==> src/rtl/mem_arbiter_if.sv <==
// Bus bundle for mem_arbiter: IFU and LSU request/response channels plus the
// shared multicycle memory port. master = arbiter side, slave = requesters+memory.
interface mem_arbiter_if #(
  parameter int ADDR_W = 32,
  parameter int DATA_W = 32
);
  // IFU channel
  logic              ifu_req_valid;
  logic              ifu_req_ready;
  logic [ADDR_W-1:0] ifu_addr;
  logic              ifu_resp_valid;
  logic              ifu_resp_ready;
  logic [DATA_W-1:0] ifu_rdata;
  logic              ifu_resp_err;
  // LSU channel
  logic              lsu_req_valid;
  logic              lsu_req_ready;
  logic              lsu_wen;
  logic [ADDR_W-1:0] lsu_addr;
  logic [DATA_W-1:0] lsu_wdata;
  logic [7:0]        lsu_wmask;
  logic [2:0]        lsu_readop;
  logic              lsu_resp_valid;
  logic              lsu_resp_ready;
  logic [DATA_W-1:0] lsu_rdata;
  logic              lsu_resp_err;
  // memory port
  logic              mem_req_valid;
  logic              mem_req_ready;
  logic              mem_wen;
  logic [ADDR_W-1:0] mem_addr;
  logic [DATA_W-1:0] mem_wdata;
  logic [7:0]        mem_wmask;
  logic [2:0]        mem_readop;
  logic              mem_resp_valid;
  logic [DATA_W-1:0] mem_rdata;

  modport master (
    input  ifu_req_valid, ifu_addr, ifu_resp_ready,
    input  lsu_req_valid, lsu_wen, lsu_addr, lsu_wdata, lsu_wmask, lsu_readop, lsu_resp_ready,
    input  mem_req_ready, mem_resp_valid, mem_rdata,
    output ifu_req_ready, ifu_resp_valid, ifu_rdata, ifu_resp_err,
    output lsu_req_ready, lsu_resp_valid, lsu_rdata, lsu_resp_err,
    output mem_req_valid, mem_wen, mem_addr, mem_wdata, mem_wmask, mem_readop
  );

  modport slave (
    output ifu_req_valid, ifu_addr, ifu_resp_ready,
    output lsu_req_valid, lsu_wen, lsu_addr, lsu_wdata, lsu_wmask, lsu_readop, lsu_resp_ready,
    output mem_req_ready, mem_resp_valid, mem_rdata,
    input  ifu_req_ready, ifu_resp_valid, ifu_rdata, ifu_resp_err,
    input  lsu_req_ready, lsu_resp_valid, lsu_rdata, lsu_resp_err,
    input  mem_req_valid, mem_wen, mem_addr, mem_wdata, mem_wmask, mem_readop
  );
endinterface

==> src/rtl/mem_arbiter.sv <==
// Two-requester (IFU, LSU) arbiter for a single multicycle memory port.
// One access in flight: IDLE -> REQ -> WAIT -> RESP -> IDLE, with a watchdog
// in WAIT that turns a hung access into an error response.
module mem_arbiter #(
  parameter int ADDR_W  = 32,
  parameter int DATA_W  = 32,
  parameter int TIMEOUT = 255,
  parameter bit RR_EN   = 1'b1
) (
  input  logic          clk,
  input  logic          rst_n,
  mem_arbiter_if.master bus
);
  typedef enum logic [1:0] {IDLE, REQ, WAIT, RESP} state_e;

  localparam int                CW      = $clog2(TIMEOUT + 1);
  localparam logic [CW-1:0]     TO_LAST = CW'(TIMEOUT - 1);
  localparam logic [DATA_W-1:0] ERR_DATA = DATA_W'(32'hDEADBEEF);

  state_e            state_q;
  logic              own_lsu_q;   // owner of the in-flight access
  logic              last_lsu_q;  // owner of the last completed access
  logic              wen_q;
  logic [ADDR_W-1:0] addr_q;
  logic [DATA_W-1:0] wdata_q;
  logic [7:0]        wmask_q;
  logic [2:0]        readop_q;
  logic [DATA_W-1:0] rdata_q;
  logic              err_q;
  logic [CW-1:0]     cnt_q;
  logic [CW-1:0]     cnt_d;

  logic grant_lsu, idle, ifu_rdy, lsu_rdy, resp_hs, in_resp;

  // Arbitration: a lone requester wins; on a tie round-robin favours the one
  // not served last, fixed priority favours the LSU.
  always_comb begin
    grant_lsu = bus.lsu_req_valid;
    if (bus.lsu_req_valid && bus.ifu_req_valid)
      grant_lsu = RR_EN ? ~last_lsu_q : 1'b1;
  end

  assign idle    = (state_q == IDLE) && rst_n;
  assign ifu_rdy = idle && bus.ifu_req_valid && !grant_lsu;
  assign lsu_rdy = idle && bus.lsu_req_valid && grant_lsu;
  assign in_resp = (state_q == RESP);
  assign resp_hs = in_resp && (own_lsu_q ? bus.lsu_resp_ready : bus.ifu_resp_ready);
  assign cnt_d   = cnt_q + CW'(1);

  // Access sequencer: latch winner, drive memory, watch for response/timeout,
  // hold the response until the owner takes it.
  always_ff @(posedge clk) begin
    if (!rst_n) begin
      state_q    <= IDLE;
      own_lsu_q  <= 1'b0;
      last_lsu_q <= 1'b0;
      wen_q      <= 1'b0;
      addr_q     <= '0;
      wdata_q    <= '0;
      wmask_q    <= '0;
      readop_q   <= '0;
      rdata_q    <= '0;
      err_q      <= 1'b0;
      cnt_q      <= '0;
    end else begin
      case (state_q)
        IDLE: begin
          if (lsu_rdy) begin
            own_lsu_q <= 1'b1;
            wen_q     <= bus.lsu_wen;
            addr_q    <= bus.lsu_addr;
            wdata_q   <= bus.lsu_wdata;
            wmask_q   <= bus.lsu_wmask;
            readop_q  <= bus.lsu_readop;
            state_q   <= REQ;
          end else if (ifu_rdy) begin
            own_lsu_q <= 1'b0;
            wen_q     <= 1'b0;
            addr_q    <= bus.ifu_addr;
            wdata_q   <= '0;
            wmask_q   <= '0;
            readop_q  <= 3'h2;  // instruction fetch is always a word
            state_q   <= REQ;
          end
        end
        REQ: begin
          if (bus.mem_req_ready) begin
            cnt_q   <= '0;
            state_q <= WAIT;
          end
        end
        WAIT: begin
          // a response in the timeout cycle still counts as a normal response
          if (bus.mem_resp_valid) begin
            rdata_q <= wen_q ? '0 : bus.mem_rdata;
            err_q   <= 1'b0;
            state_q <= RESP;
          end else if (cnt_q == TO_LAST) begin
            rdata_q <= ERR_DATA;
            err_q   <= 1'b1;
            state_q <= RESP;
          end else begin
            cnt_q <= cnt_d;
          end
        end
        RESP: begin
          // service is credited only here, so a timeout still advances the pointer
          if (resp_hs) begin
            last_lsu_q <= own_lsu_q;
            state_q    <= IDLE;
          end
        end
        default: state_q <= IDLE;
      endcase
    end
  end

  assign bus.ifu_req_ready  = ifu_rdy;
  assign bus.lsu_req_ready  = lsu_rdy;

  assign bus.mem_req_valid  = (state_q == REQ);
  assign bus.mem_wen        = wen_q;
  assign bus.mem_addr       = addr_q;
  assign bus.mem_wdata      = wdata_q;
  assign bus.mem_wmask      = wmask_q;
  assign bus.mem_readop     = readop_q;

  // only the owner's response channel is ever non-zero
  assign bus.ifu_resp_valid = in_resp && !own_lsu_q;
  assign bus.ifu_rdata      = (in_resp && !own_lsu_q) ? rdata_q : '0;
  assign bus.ifu_resp_err   = in_resp && !own_lsu_q && err_q;
  assign bus.lsu_resp_valid = in_resp && own_lsu_q;
  assign bus.lsu_rdata      = (in_resp && own_lsu_q) ? rdata_q : '0;
  assign bus.lsu_resp_err   = in_resp && own_lsu_q && err_q;
endmodule
==> src/flat_wrapper.sv <==
// flat-port wrapper written by rule: the top's interface ports become plain ports
module mem_arbiter_flat 
#(
  parameter int ADDR_W  = 32,
  parameter int DATA_W  = 32,
  parameter int TIMEOUT = 255,
  parameter bit RR_EN   = 1'b1
)
  (clk, rst_n, bus_ifu_req_valid, bus_ifu_addr, bus_ifu_resp_ready, bus_lsu_req_valid, bus_lsu_wen, bus_lsu_addr, bus_lsu_wdata, bus_lsu_wmask, bus_lsu_readop, bus_lsu_resp_ready, bus_mem_req_ready, bus_mem_resp_valid, bus_mem_rdata, bus_ifu_req_ready, bus_ifu_resp_valid, bus_ifu_rdata, bus_ifu_resp_err, bus_lsu_req_ready, bus_lsu_resp_valid, bus_lsu_rdata, bus_lsu_resp_err, bus_mem_req_valid, bus_mem_wen, bus_mem_addr, bus_mem_wdata, bus_mem_wmask, bus_mem_readop);
  mem_arbiter_if #(.ADDR_W(ADDR_W), .DATA_W(DATA_W)) bus_i ();
  input  logic clk;
  input  logic rst_n;
  input wire logic [$bits(bus_i.ifu_req_valid)-1:0] bus_ifu_req_valid;
  input wire logic [$bits(bus_i.ifu_addr)-1:0] bus_ifu_addr;
  input wire logic [$bits(bus_i.ifu_resp_ready)-1:0] bus_ifu_resp_ready;
  input wire logic [$bits(bus_i.lsu_req_valid)-1:0] bus_lsu_req_valid;
  input wire logic [$bits(bus_i.lsu_wen)-1:0] bus_lsu_wen;
  input wire logic [$bits(bus_i.lsu_addr)-1:0] bus_lsu_addr;
  input wire logic [$bits(bus_i.lsu_wdata)-1:0] bus_lsu_wdata;
  input wire logic [$bits(bus_i.lsu_wmask)-1:0] bus_lsu_wmask;
  input wire logic [$bits(bus_i.lsu_readop)-1:0] bus_lsu_readop;
  input wire logic [$bits(bus_i.lsu_resp_ready)-1:0] bus_lsu_resp_ready;
  input wire logic [$bits(bus_i.mem_req_ready)-1:0] bus_mem_req_ready;
  input wire logic [$bits(bus_i.mem_resp_valid)-1:0] bus_mem_resp_valid;
  input wire logic [$bits(bus_i.mem_rdata)-1:0] bus_mem_rdata;
  output wire logic [$bits(bus_i.ifu_req_ready)-1:0] bus_ifu_req_ready;
  output wire logic [$bits(bus_i.ifu_resp_valid)-1:0] bus_ifu_resp_valid;
  output wire logic [$bits(bus_i.ifu_rdata)-1:0] bus_ifu_rdata;
  output wire logic [$bits(bus_i.ifu_resp_err)-1:0] bus_ifu_resp_err;
  output wire logic [$bits(bus_i.lsu_req_ready)-1:0] bus_lsu_req_ready;
  output wire logic [$bits(bus_i.lsu_resp_valid)-1:0] bus_lsu_resp_valid;
  output wire logic [$bits(bus_i.lsu_rdata)-1:0] bus_lsu_rdata;
  output wire logic [$bits(bus_i.lsu_resp_err)-1:0] bus_lsu_resp_err;
  output wire logic [$bits(bus_i.mem_req_valid)-1:0] bus_mem_req_valid;
  output wire logic [$bits(bus_i.mem_wen)-1:0] bus_mem_wen;
  output wire logic [$bits(bus_i.mem_addr)-1:0] bus_mem_addr;
  output wire logic [$bits(bus_i.mem_wdata)-1:0] bus_mem_wdata;
  output wire logic [$bits(bus_i.mem_wmask)-1:0] bus_mem_wmask;
  output wire logic [$bits(bus_i.mem_readop)-1:0] bus_mem_readop;
  assign bus_i.ifu_req_valid = bus_ifu_req_valid;
  assign bus_i.ifu_addr = bus_ifu_addr;
  assign bus_i.ifu_resp_ready = bus_ifu_resp_ready;
  assign bus_i.lsu_req_valid = bus_lsu_req_valid;
  assign bus_i.lsu_wen = bus_lsu_wen;
  assign bus_i.lsu_addr = bus_lsu_addr;
  assign bus_i.lsu_wdata = bus_lsu_wdata;
  assign bus_i.lsu_wmask = bus_lsu_wmask;
  assign bus_i.lsu_readop = bus_lsu_readop;
  assign bus_i.lsu_resp_ready = bus_lsu_resp_ready;
  assign bus_i.mem_req_ready = bus_mem_req_ready;
  assign bus_i.mem_resp_valid = bus_mem_resp_valid;
  assign bus_i.mem_rdata = bus_mem_rdata;
  assign bus_ifu_req_ready = bus_i.ifu_req_ready;
  assign bus_ifu_resp_valid = bus_i.ifu_resp_valid;
  assign bus_ifu_rdata = bus_i.ifu_rdata;
  assign bus_ifu_resp_err = bus_i.ifu_resp_err;
  assign bus_lsu_req_ready = bus_i.lsu_req_ready;
  assign bus_lsu_resp_valid = bus_i.lsu_resp_valid;
  assign bus_lsu_rdata = bus_i.lsu_rdata;
  assign bus_lsu_resp_err = bus_i.lsu_resp_err;
  assign bus_mem_req_valid = bus_i.mem_req_valid;
  assign bus_mem_wen = bus_i.mem_wen;
  assign bus_mem_addr = bus_i.mem_addr;
  assign bus_mem_wdata = bus_i.mem_wdata;
  assign bus_mem_wmask = bus_i.mem_wmask;
  assign bus_mem_readop = bus_i.mem_readop;
  mem_arbiter #(.ADDR_W(ADDR_W), .DATA_W(DATA_W), .TIMEOUT(TIMEOUT), .RR_EN(RR_EN)) u_core (.clk(clk), .rst_n(rst_n), .bus(bus_i));
endmodule
==> config.mk <==
export PLATFORM = sky130hd
export DESIGN_NAME = mem_arbiter_flat
export DESIGN_NICKNAME = d
export VERILOG_FILES = /design/src/rtl/mem_arbiter_if.sv /design/src/rtl/mem_arbiter.sv /design/src/flat_wrapper.sv
export SDC_FILE = /design/constraint.sdc
export NUM_CORES = 1
export LEC_CHECK = 0
export ABC_CLOCK_PERIOD_IN_PS = 3300
export BUFFER_PORTS_ARGS = -buffer_cell sky130_fd_sc_hd__buf_4
export CORE_AREA = 2 2 176 92
export DETAILED_ROUTE_END_ITERATION = 8
export DIE_AREA = 0 0 178 94
export PLACE_DENSITY_LB_ADDON = 0.05
export SETUP_SLACK_MARGIN = 0.4
export SLEW_MARGIN = 0
export SYNTH_ARGS = -nofsm -noshare
export SYNTH_HDL_FRONTEND = slang
export SYNTH_SLANG_ARGS = --single-unit
export TNS_END_PERCENT = 30
==> constraint.sdc <==
create_clock -name clk -period 3.3 [get_ports clk]
set_input_delay 0.66 -clock clk [delete_from_list [all_inputs] [get_ports clk]]
set_output_delay 0.66 -clock clk [all_outputs]
set_load 0.03 [all_outputs]
==> metrics.sh, run 1 <==
STATUS='completed'
DP.CELLS=1073
P_LEAK_nW=3.96
POST_SYNTH_EDFFS=0
GRT_FIRST_PASS_WIRELENGTH_UM=27200
SYNTHESIS.AREA_PER_INSTANCE_UM2=8.63
YOSYS.AREA_SHARE.XOR_XNOR_PCT=0
FINAL_SETUP_VIOLATION_COUNT=0
YOSYSSEQAREASHARE_PCT=45.0
REMAINING_DRC_ERRORS=0
CP_COMMON_CELL='sky130_fd_sc_hd__buf_4'
GRT_SETUP_UNREPAIRED='no'
DIE_WIDTH_UM=178
FLOORPLAN.DIE_AREA_UM2=16700
DRTPASS1ITERATIONS=5
SETUP_TOTAL_NEGATIVE_SLACK_PS=0
CTS_BUFFER_DEPTH=2
HOLD_CLASS='flop to flop'
FILLER_CELL_COUNT=1375
WIRE_PER_INST_UM=16.5
ANTENNADIODECOUNT=0
POWER_PER_CELL_AREA_nW_PER_UM2=639
SYN2LAYOUT_AREA_GROWTH_PCT=55.1
CLOCK_PIN_SLEW_REPORTED_FOR_THE_WORST_SETUP_AND_HOLD_PATHS_AFTER_CLOCK_TREE_SYNTHESIS_PS=60
PLACE_CONGESTION=0.820
GR-USAGE-ALL-LAYERS_PCT=20.9
REPORT.FINAL.SLEW_VIOL_COUNT=0
SYNTHDOMINANTCELLAREASHARE_PCT=45.0
NUM_ROWS=32
FIN_WORST_SKEW_PS=11.3
TOTALPOWERFINAL_mW=5.33
CRITICAL-PATH-MAX-STAGE-DELAY_PS=370
INITIAL_UTILIZATION_PCT=35.7
NUMBER_OF_REGISTER_BITS_INFERRED_BY_SYNTHESIS=121
SLEW_HEADROOM_PCT=32.0
CRIT_PATH_CELL_TRACE='ha_1, buf_4, nor2b_1, buf_4, and2_1, buf_4'
FINALNONFILLERCELLS=1105
REQUIRED_PS=2640
POST_DRT_VIA_CELL_RATIO=5.11
PRECTSSETUPSLACK_PS=862
YOSYS-TOP-CELLS-AREA='sky130_fd_sc_hd__dfxtp_1 45%, sky130_fd_sc_hd__mux2i_1 5.6%, sky130_fd_sc_hd__a21oi_1 5.1%'
ASYNC_RESET_FF_SHARE_PCT=0
YS_TYPES=38
COUNT_OF_BUFFERS_FROM_PORT_BUFFERING=294
CORE_REGION_AREA_UM2=15100
SYNTH_INSTANCES=624
WL_UM=18200
VIA_COUNT_OF_THE_FIRST_GLOBAL_ROUTING_PASS=5157
POSTCTSSETUPBUFFERS=0
HPWLAFTERDP_UM=13200
CP-START-KIND='flop'
MAXIMUM_LEVEL_OF_THE_CTS_H_TREE=4
POST_ROUTE_CELLS_DRIVE_ABOVE_1_SHARE_PCT=40.1
HOLD_VIOLATIONS=0
SETUP.WORST_PATH.CLASS='flop to primary output'
TRITONCTS.NUM_BUFFERS=17
IR_WORST_VDD_V=0.000294
CRITPATHARRIVALTIME_PS=2060
SYNTH.NET_COUNT=778
CRITICAL_PATH_PEAK_FANOUT=38
TRITONCTS='yes'
SHARE_OF_SYNTHESIZED_CELL_AREA_IN_FULL_ADDER_HALF_ADDER_AND_MAJORITY_CELLS_PCT=1.39
DIE_Y_UM=94
GRT_START_MAX_NET_PINS=102
NUMBER_OF_CLOCK_SINKS=121
CTSRESIZECOUNT=0
CLOCKROOTBUFFER='sky130_fd_sc_hd__clkbuf_16'
FIN_NETS=1042
LAYOUT_WORST_PATH_CYCLE_SHARE_PCT=82.4
YS_DOMINANT_REG_CELL='sky130_fd_sc_hd__dfxtp_1'
SYNTH.YOSYS.WARNINGS=0
ROUTE.VIAS.TOTAL=5643
MAX_CAP_VIOL_COUNT=0
SYNTH_AREA_UM2=5390
SYNTH_COMPOUND_GATE_AREA_SHARE_PCT=18.6
DRTITER0DRC=316
CTS_HOLD_BUF=0
CP-END-KIND='primary output'
SYNTH_LARGEST_AREA_CELL='sky130_fd_sc_hd__dfxtp_1'
I_O_PIN_COUNT=295
MAX_FREQ_MHz=368
SYNTH_TOP_CELLS_BY_COUNT='121 x sky130_fd_sc_hd__dfxtp_1, 60 x sky130_fd_sc_hd__nand2_1, 55 x sky130_fd_sc_hd__a21oi_1'
POST_SYNTH_MUX_AREA_SHARE_PCT=5.58
MINIMUM_CLOCK_PERIOD_PS=2720
ANTENNA_VIOLATING_NETS_POST_ROUTE=0
GLOBAL_ROUTE.OVERFLOW_TOTAL=0
ANTENNA_FOUND_INITIAL=0
SYNTH.MOST_COMMON_CELL='sky130_fd_sc_hd__dfxtp_1'
LAYOUT_SETUP_WS_PS=581
SYNTH-SIMPLE-AREA-SHARE_PCT=24.4
WORST_PATH_MAX_DELAY_CELL='sky130_fd_sc_hd__dfxtp_1'
WORST-SLEW-PIN-TRANSITION_PS=1020
WORSTSKEWPAIRLATENCY_PS=410
DOMINANT_COMBINATIONAL_CELL_FAMILY_BY_AREA_AFTER_SYNTHESIS='simple AND/OR/NAND/NOR gates'
[worst max-delay path, delay by kind of cell (launching register included)]
kind | cells | cell delay, ps
fa+ha+maj | 1 | 160
buf+inv | 3 | 740
flops | 1 | 370
simple gates | 2 | 360
[logic make-up after synthesis]
family	count (synthesis)
AOI/OAI and AO/OA	141
adders and majority gates	6
buffers and inverters	69
DFF	121
muxes	30
and+or+nand+nor	257
[layer usage]
| layer | global-route usage, % | vias to the layer above | wire [µm] | share of wire, % |
|---|---|---|---|---|
| met2 | 33.2 | 189 | 8700 | 48 |
| met5 | 0 | - | 0 | 0 |
| met4 | 8.06 | 0 | 268 | 1.5 |
| met3 | 5.06 | 23 | 1210 | 6.6 |
| met1 | 27.4 | 2680 | 8060 | 44 |
| li1 | - | 2751 | - | - |
[report_power, final]
part / total [mW] / internal, mW / switching (mW)
Combinational: 1.53 / 0.605 / 0.929
Clock: 1.99 / 1.29 / 0.696
Sequential: 1.82 / 1.68 / 0.137
[through the flow]
step	utilization, %	cell area, µm²	hold slack (ps)
3_3_place_gp	51.1	7720	455
6_report	55.3	8350	466
2_1_floorplan	-	5390	447
5_1_grt	55.3	8350	485
3_5_place_dp	51.1	7720	460
4_1_cts	55.3	8350	468
[registers in the layout (all words and copies together), names as in the netlist]
register / flops
u_core.bus.mem_readop: 3
u_core.cnt_q: 8
u_core.bus.mem_wmask: 8
u_core.last_lsu_q: 1
u_core.bus.mem_addr: 32
u_core.bus.mem_wdata: 32
u_core.err_q: 1
u_core.bus.mem_wen: 1
u_core.state_q: 2
u_core.rdata_q: 32
u_core.own_lsu_q: 1
[layout by cell type, fill, tap and decap left out, types with 2 or more instances in the layout]
cell type	n
sky130_fd_sc_hd__buf_4	304
sky130_fd_sc_hd__dfxtp_1	121
sky130_fd_sc_hd__nand2_1	60
sky130_fd_sc_hd__a21oi_1	55
sky130_fd_sc_hd__nand3_1	49
sky130_fd_sc_hd__nor2_1	37
sky130_fd_sc_hd__and3_1	35
sky130_fd_sc_hd__and2_1	34
sky130_fd_sc_hd__mux2i_1	30
sky130_fd_sc_hd__a211oi_1	28
sky130_fd_sc_hd__nor2b_1	26
sky130_fd_sc_hd__o221a_2	20
sky130_fd_sc_hd__clkbuf_16	17
sky130_fd_sc_hd__o21ai_0	10
sky130_fd_sc_hd__inv_1	7
sky130_fd_sc_hd__or4_1	6
sky130_fd_sc_hd__ha_1	6
sky130_fd_sc_hd__o221a_1	5
sky130_fd_sc_hd__o31ai_1	4
sky130_fd_sc_hd__a21boi_1	4
sky130_fd_sc_hd__a222oi_1	4
sky130_fd_sc_hd__bufinv_16	4
sky130_fd_sc_hd__o31a_1	3
sky130_fd_sc_hd__o21a_1	3
sky130_fd_sc_hd__clkinv_4	3
sky130_fd_sc_hd__clkinvlp_4	3
sky130_fd_sc_hd__nand4_1	2
sky130_fd_sc_hd__inv_2	2
sky130_fd_sc_hd__nor4_1	2
sky130_fd_sc_hd__nor3_1	2
sky130_fd_sc_hd__clkinv_2	2
sky130_fd_sc_hd__inv_6	2
[worst paths after layout]
| kind | start | to | slack [ps] | cells past startpoint |
|---|---|---|---|---|
| setup / recovery | u_core.state_q[0] | bus_ifu_rdata[7] | 580 | 6 |
| hold / removal | u_core.bus.mem_wdata[11] | u_core.bus.mem_wdata[11] | 470 | 2 |
| setup reg to reg | u_core.state_q[0] | u_core.rdata_q[10] | 940 | 6 |
| hold reg to reg | u_core.bus.mem_wdata[11] | u_core.bus.mem_wdata[11] | 470 | 2 |
[cell type report]
cell class / count / area [µm²] / share of cell area, %
Sequential cell: 121 / 2420 / 29.0
Tap cell: 204 / 255 / 3.06
Timing Repair Buffer: 305 / 2300 / 27.6
Clock inverter: 14 / 196 / 2.35
Clock buffer: 18 / 439 / 5.26
Inverter: 9 / 33.8 / 0.404
Multi-Input combinational cell: 434 / 2700 / 32.4
(Power assumes the default switching activity.)
==> inputs of run 2 (changes only) <==
Settings changed: ABC_CLOCK_PERIOD_IN_PS 3300 to 2300.
Clock period 3.3 ns to 2.3 ns, I/O delays scaled along.
==> run 2 against run 1 <==
Net effect: utilization rose by 3.0 points; power rose by 41%; largest power group is now registers; non-clock buffer count rose by 18; setup slack got worse by 390 ps; critical endpoint is now bus_ifu_rdata[10]; critical path depth did not move; highest routed layer unchanged.
==> metrics.sh, run 2 (synthesized netlist as in run 1, its figures left out) <==
LAYOUT_COMMON_CELLS='280 x sky130_fd_sc_hd__buf_4, 118 x sky130_fd_sc_hd__dfxtp_1, 60 x sky130_fd_sc_hd__nand2_1, 53 x sky130_fd_sc_hd__a21oi_1, 49 x sky130_fd_sc_hd__nand3_1'
CLOCKROOTBUFFER='sky130_fd_sc_hd__clkbuf_16'
WORSTSKEWPAIRLATENCY_PS=410  # about the same
GRT_SETUP_UNREPAIRED='yes'
MAX_FREQ_MHz=474
POWER_PER_CELL_AREA_nW_PER_UM2=852  # +33%
INITIAL_UTILIZATION_PCT=35.7  # unchanged
FILLER_CELL_COUNT=1371  # -0.29%
I_O_PIN_COUNT=295  # unchanged
P_LEAK_nW=4.11  # +3.8%
DRTPASS1ITERATIONS=5  # unchanged
CRITPATHARRIVALTIME_PS=1650  # -410 ps
GRT_FIRST_PASS_WIRELENGTH_UM=29300  # +7.8%
COUNT_OF_BUFFERS_FROM_PORT_BUFFERING=294  # unchanged
REQUIRED_PS=1840  # -800 ps
MAX_CAP_VIOL_COUNT=0  # unchanged
STATUS='completed'
FINALHOLDWORSTSLACK_PS=298  # -168 ps
FINALNONFILLERCELLS=1123  # +1.6%
REMAINING_DRC_ERRORS=0  # unchanged
HOLD_CLASS='input pin to flop'
TRITONCTS='yes'
SLEW_HEADROOM_PCT=54.8  # +23 points
SETUP_TOTAL_NEGATIVE_SLACK_PS=0  # unchanged
ANTENNA_FOUND_INITIAL=0  # unchanged
CRITICAL_PATH_PEAK_FANOUT=8  # -79%
WIRE_PER_INST_UM=17.4  # +5.5%
ANTENNADIODECOUNT=0  # unchanged
GRT_START_MAX_NET_PINS=102  # unchanged
SETUP.WORST_PATH.CLASS='flop to primary output'
DIE_WIDTH_UM=178  # unchanged
FIN_WORST_SKEW_PS=9.30  # -1.97 ps
FIN_NETS=1060  # +1.7%
CORE_REGION_AREA_UM2=15100  # unchanged
PRECTSSETUPSLACK_PS=240  # -621 ps
NUMBER_OF_CLOCK_SINKS=121  # unchanged
GLOBAL_ROUTE.OVERFLOW_TOTAL=0  # unchanged
FINAL_SETUP_VIOLATION_COUNT=0  # unchanged
CTS_HOLD_BUF=0  # unchanged
LAYOUT_SETUP_WS_PS=190  # -391 ps
HPWLAFTERDP_UM=13600  # +3.0%
CTS_BUFFER_DEPTH=2  # unchanged
HOLD_VIOLATIONS=0  # unchanged
POST_ROUTE_CELLS_DRIVE_ABOVE_1_SHARE_PCT=46.5  # +6.4 points
WL_UM=19600  # +7.2%
DP.CELLS=1076  # +0.28%
NUM_ROWS=32  # unchanged
POST_DRT_VIA_CELL_RATIO=5.15  # +0.80%
CLOCK_PIN_SLEW_REPORTED_FOR_THE_WORST_SETUP_AND_HOLD_PATHS_AFTER_CLOCK_TREE_SYNTHESIS_PS=60  # about the same
WORST-SLEW-PIN-TRANSITION_PS=675  # -345 ps
ANTENNA_VIOLATING_NETS_POST_ROUTE=0  # unchanged
SYN2LAYOUT_AREA_GROWTH_PCT=63.5
PLACE_CONGESTION=0.861  # +5.0%
CP-START-KIND='flop'
IR_WORST_VDD_V=0.000507  # +73%
REPORT.FINAL.SLEW_VIOL_COUNT=0  # unchanged
DRTITER0DRC=365  # +16%
LAYOUT.CELLS.MOST_COMMON='sky130_fd_sc_hd__buf_4'
ROUTE.VIAS.TOTAL=5781  # +2.4%
FLOORPLAN.DIE_AREA_UM2=16700  # unchanged
GR-USAGE-ALL-LAYERS_PCT=22.5  # +1.6 points
CP-END-KIND='primary output'
MAXIMUM_LEVEL_OF_THE_CTS_H_TREE=4  # unchanged
LAYOUT_WORST_PATH_CYCLE_SHARE_PCT=91.7
TRITONCTS.NUM_BUFFERS=17  # unchanged
VIA_COUNT_OF_THE_FIRST_GLOBAL_ROUTING_PASS=5399  # +4.7%
DIE_Y_UM=94  # unchanged
MINIMUM_CLOCK_PERIOD_PS=2110
-- run 2: critical path: stages, from the launching register on --
cell and delay (ps):
sky130_fd_sc_hd__dfxtp_4 360, sky130_fd_sc_hd__ha_4 160, sky130_fd_sc_hd__nor2b_4 180, sky130_fd_sc_hd__buf_12 150, sky130_fd_sc_hd__buf_16 140, sky130_fd_sc_hd__and2_4 140
sky130_fd_sc_hd__buf_6 120
-- run 2: final cells by class --
| cell class | count | area, µm² | share of cell area, % |
|---|---|---|---|
| Sequential cell | 121 | 2430 | 27.6 |
| Clock buffer | 18 | 429 | 4.87 |
| Tap cell | 204 | 255 | 2.90 |
| Timing Repair Buffer | 323 | 2680 | 30.4 |
| Inverter | 9 | 41.3 | 0.469 |
| Clock inverter | 14 | 103 | 1.17 |
| Multi-Input combinational cell | 434 | 2870 | 32.6 |
-- run 2: layer usage --
| layer | GRT usage, % | wire, µm | vias to the layer above |
|---|---|---|---|
| li1 | - | - | 2784 |
| met1 | 30.6 | 8910 | 2769 |
| met2 | 35.4 | 9000 | 206 |
| met3 | 5.46 | 1380 | 22 |
| met4 | 6.69 | 269 | 0 |
| met5 | 0 | 0 | - |
-- run 2: timing repair --
action                                  in CTS  in global routing
endpoints found under the setup margin     133                163
setup buffers                                9                  2
pin swaps                                   18                  4
cloned                                       4                  0
resized for setup                           91                  6
-- run 2: per-stage QoR --
step                      utilization, %  total power [mW]  cell area, µm²
after global routing                58.3              7.87            8800
after global placement              51.5              4.81            7770
after detailed placement            51.5              4.88            7770
after floorplan                        -              4.02            5400
after CTS                           58.1              7.49            8770
final                               58.3              7.50            8800
-- run 2: power breakdown --
| group | total, mW | switching [mW] | leakage, nW | internal (mW) |
|---|---|---|---|---|
| sequential | 2.63 | 0.212 | 0.988 | 2.41 |
| combinational | 2.48 | 1.42 | 2.87 | 1.05 |
| clock | 2.39 | 1.02 | 0.252 | 1.38 |
-- run 2: final timing paths --
path                                 from                       to  slack [ps]  depth (start not counted)
setup / recovery        u_core.state_q[1]        bus_ifu_rdata[10]         190                          6
hold / removal           bus_lsu_wmask[5]  u_core.bus.mem_wmask[5]         300                          3
setup reg to reg        u_core.state_q[0]          u_core.cnt_q[6]         260                          7
hold reg to reg   u_core.bus.mem_wmask[2]  u_core.bus.mem_wmask[2]         460                          2
==> inputs of run 3 (changes only) <==
Settings changed: CELL_PAD_IN_SITES_DETAIL_PLACEMENT set to 0, CELL_PAD_IN_SITES_GLOBAL_PLACEMENT set to 1, CORE_AREA 2 2 176 92 to 2 2 200 104, DIE_AREA 0 0 178 94 to 0 0 202 106, SKIP_CTS_REPAIR_TIMING set to 1, SLEW_MARGIN 0 to 20.
==> run 3 against run 2 <==
Net effect: flip-flop and latch count unchanged; die area rose by 28%; clock-buffer cell count is 5 higher; via count down 0.28%; first-iteration DRC count down 23%; largest cell class unchanged; critical path depth is the same; non-clock buffer count fell by 2; combinational power fell by 3%; clock power increased by 24%; cell count up 5.9%; sequential share of layout area down 0.74 points; wire length grew 11%.
==> metrics.sh, run 3 (synthesized netlist as in run 1, its figures left out) <==
REPORT.FINAL.SLEW_VIOL_COUNT=0  # unchanged
SETUP.WORST_PATH.CLASS='flop to primary output'
VIA_COUNT_OF_THE_FIRST_GLOBAL_ROUTING_PASS=5351  # -0.89%
WIRE_PER_INST_UM=18.2  # +4.5%
POST_ROUTE_CELLS_DRIVE_ABOVE_1_SHARE_PCT=45.5  # -0.94 points
FLOORPLAN.DIE_AREA_UM2=21400  # +28%
LAYOUT_SETUP_WS_PS=139  # -50.6 ps
LAYOUT_WORST_PATH_CYCLE_SHARE_PCT=93.9  # +2.2 points
SETUP_TOTAL_NEGATIVE_SLACK_PS=0  # unchanged
GRT_FIRST_PASS_WIRELENGTH_UM=30500  # +4.0%
CLOCKROOTBUFFER='sky130_fd_sc_hd__clkbuf_16'
CRITPATHARRIVALTIME_PS=1700  # +50 ps
GRT_START_MAX_NET_PINS=102  # unchanged
PLACE_CONGESTION=0.807  # -6.3%
ANTENNA_VIOLATING_NETS_POST_ROUTE=0  # unchanged
WORSTSKEWPAIRLATENCY_PS=410  # about the same
FINALHOLDWORSTSLACK_PS=297  # -1.48 ps
POST-ROUTE-CELL-AREA_UM2=9040  # +2.7%
P_LEAK_nW=4.15  # +1.0%
DIE_Y_UM=106  # +13%
MINIMUM_CLOCK_PERIOD_PS=2160  # +50.6 ps
CP-START-KIND='flop'
COUNT_OF_BUFFERS_FROM_PORT_BUFFERING=294  # unchanged
FIN_WORST_SKEW_PS=4.91  # -4.39 ps
HOLD_CLASS='input pin to flop'
GRT_SETUP_UNREPAIRED='yes'
GLOBAL_ROUTE.OVERFLOW_TOTAL=0  # unchanged
CP-END-KIND='primary output'
FILLER_CELL_COUNT=1925  # +40%
DIE_WIDTH_UM=202  # +13%
SYN2LAYOUT_AREA_GROWTH_PCT=67.9
CORE_REGION_AREA_UM2=19900  # +32%
ANTENNADIODECOUNT=0  # unchanged
STATUS='completed'
FINALNONFILLERCELLS=1189  # +5.9%
CTS_BUFFER_DEPTH=2  # unchanged
POST_DRT_VIA_CELL_RATIO=4.85  # -5.8%
LAYOUT_COMMON_CELLS='268 x sky130_fd_sc_hd__buf_4, 119 x sky130_fd_sc_hd__dfxtp_1, 60 x sky130_fd_sc_hd__nand2_1, 54 x sky130_fd_sc_hd__a21oi_1, 49 x sky130_fd_sc_hd__nand3_1'
FIN_NETS=1058  # -0.19%
POSTPLACECELLAREA_UM2=7860  # +1.1%
ANTENNA_FOUND_INITIAL=0  # unchanged
HOLD_VIOLATIONS=0  # unchanged
PRECTSSETUPSLACK_PS=281  # +40.8 ps
CLOCK_PIN_SLEW_REPORTED_FOR_THE_WORST_SETUP_AND_HOLD_PATHS_AFTER_CLOCK_TREE_SYNTHESIS_PS=60  # about the same
WL_UM=21600  # +11%
NUMBER_OF_CLOCK_SINKS=121  # unchanged
SLEW_HEADROOM_PCT=60.2  # +5.5 points
ROUTE.VIAS.TOTAL=5765  # -0.28%
GR-USAGE-ALL-LAYERS_PCT=18.4  # -4.1 points
TRITONCTS.NUM_BUFFERS=17  # unchanged
MAXIMUM_LEVEL_OF_THE_CTS_H_TREE=4  # unchanged
DRTPASS1ITERATIONS=5  # unchanged
WORST-SLEW-PIN-TRANSITION_PS=594  # -81.7 ps
NUM_ROWS=37  # +16%
TRITONCTS='yes'
IR_WORST_VDD_V=0.000530  # +4.5%
CRITICAL_PATH_PEAK_FANOUT=8  # unchanged
MAX_CAP_VIOL_COUNT=0  # unchanged
I_O_PIN_COUNT=295  # unchanged
INITIAL_UTILIZATION_PCT=27.1  # -8.6 points
REQUIRED_PS=1840  # about the same
POWER_PER_CELL_AREA_nW_PER_UM2=887  # +4.1%
LAYOUT.CORE_UTILIZATION_PCT=45.5  # -13 points
DRTITER0DRC=280  # -23%
DP.CELLS=1145  # +6.4%
HPWLAFTERDP_UM=15100  # +11%
MAX_FREQ_MHz=463  # -2.3%
REMAINING_DRC_ERRORS=0  # unchanged
LAYOUT.CELLS.MOST_COMMON='sky130_fd_sc_hd__buf_4'
TOTALPOWERFINAL_mW=8.02  # +7.0%
FINAL_SETUP_VIOLATION_COUNT=0  # unchanged
[run 3: final cells by class]
class                      count  area (µm²)  share of cell area [%]
timing repair buffer         321        2720                    30.1
inverter                       9        38.8                   0.429
sequential                   121        2430                    26.9
tap                          273         342                    3.78
clock buffer                  23         488                    5.40
clock inverter                 8         165                    1.83
multi-input combinational    434        2860                    31.6
[run 3: path summary, 6_finish.rpt]
| kind | from | to | slack (ps) | depth (start not counted) |
|---|---|---|---|---|
| hold / removal | bus_lsu_wmask[6] | u_core.bus.mem_wmask[6] | 300 | 3 |
| setup / recovery | u_core.state_q[1] | bus_ifu_rdata[5] | 140 | 6 |
| hold reg to reg | u_core.bus.mem_wdata[1] | u_core.bus.mem_wdata[1] | 460 | 2 |
| setup reg to reg | u_core.cnt_q[0] | u_core.cnt_q[6] | 220 | 6 |
[run 3: critical path: stages (launching register included)]
cell	delay, ps
sky130_fd_sc_hd__dfxtp_4	370
sky130_fd_sc_hd__ha_4	140
sky130_fd_sc_hd__nor2b_4	200
sky130_fd_sc_hd__buf_12	150
sky130_fd_sc_hd__clkbuf_16	160
sky130_fd_sc_hd__and2_4	140
sky130_fd_sc_hd__buf_6	130
[run 3: routing by layer]
layer | wire (µm) | up-vias | global-route usage (%)
met3 | 1570 | 18 | 6.41
met2 | 9240 | 180 | 26.4
met1 | 10600 | 2788 | 25.8
met4 | 270 | 0 | 5.57
met5 | 0 | - | 0
li1 | - | 2779 | -
[run 3: where the power goes]
group / switching (mW) / leakage [nW] / internal (mW)
registers: 0.222 / 0.988 / 2.42
logic: 1.41 / 2.84 / 0.994
clock network: 0.946 / 0.323 / 2.03
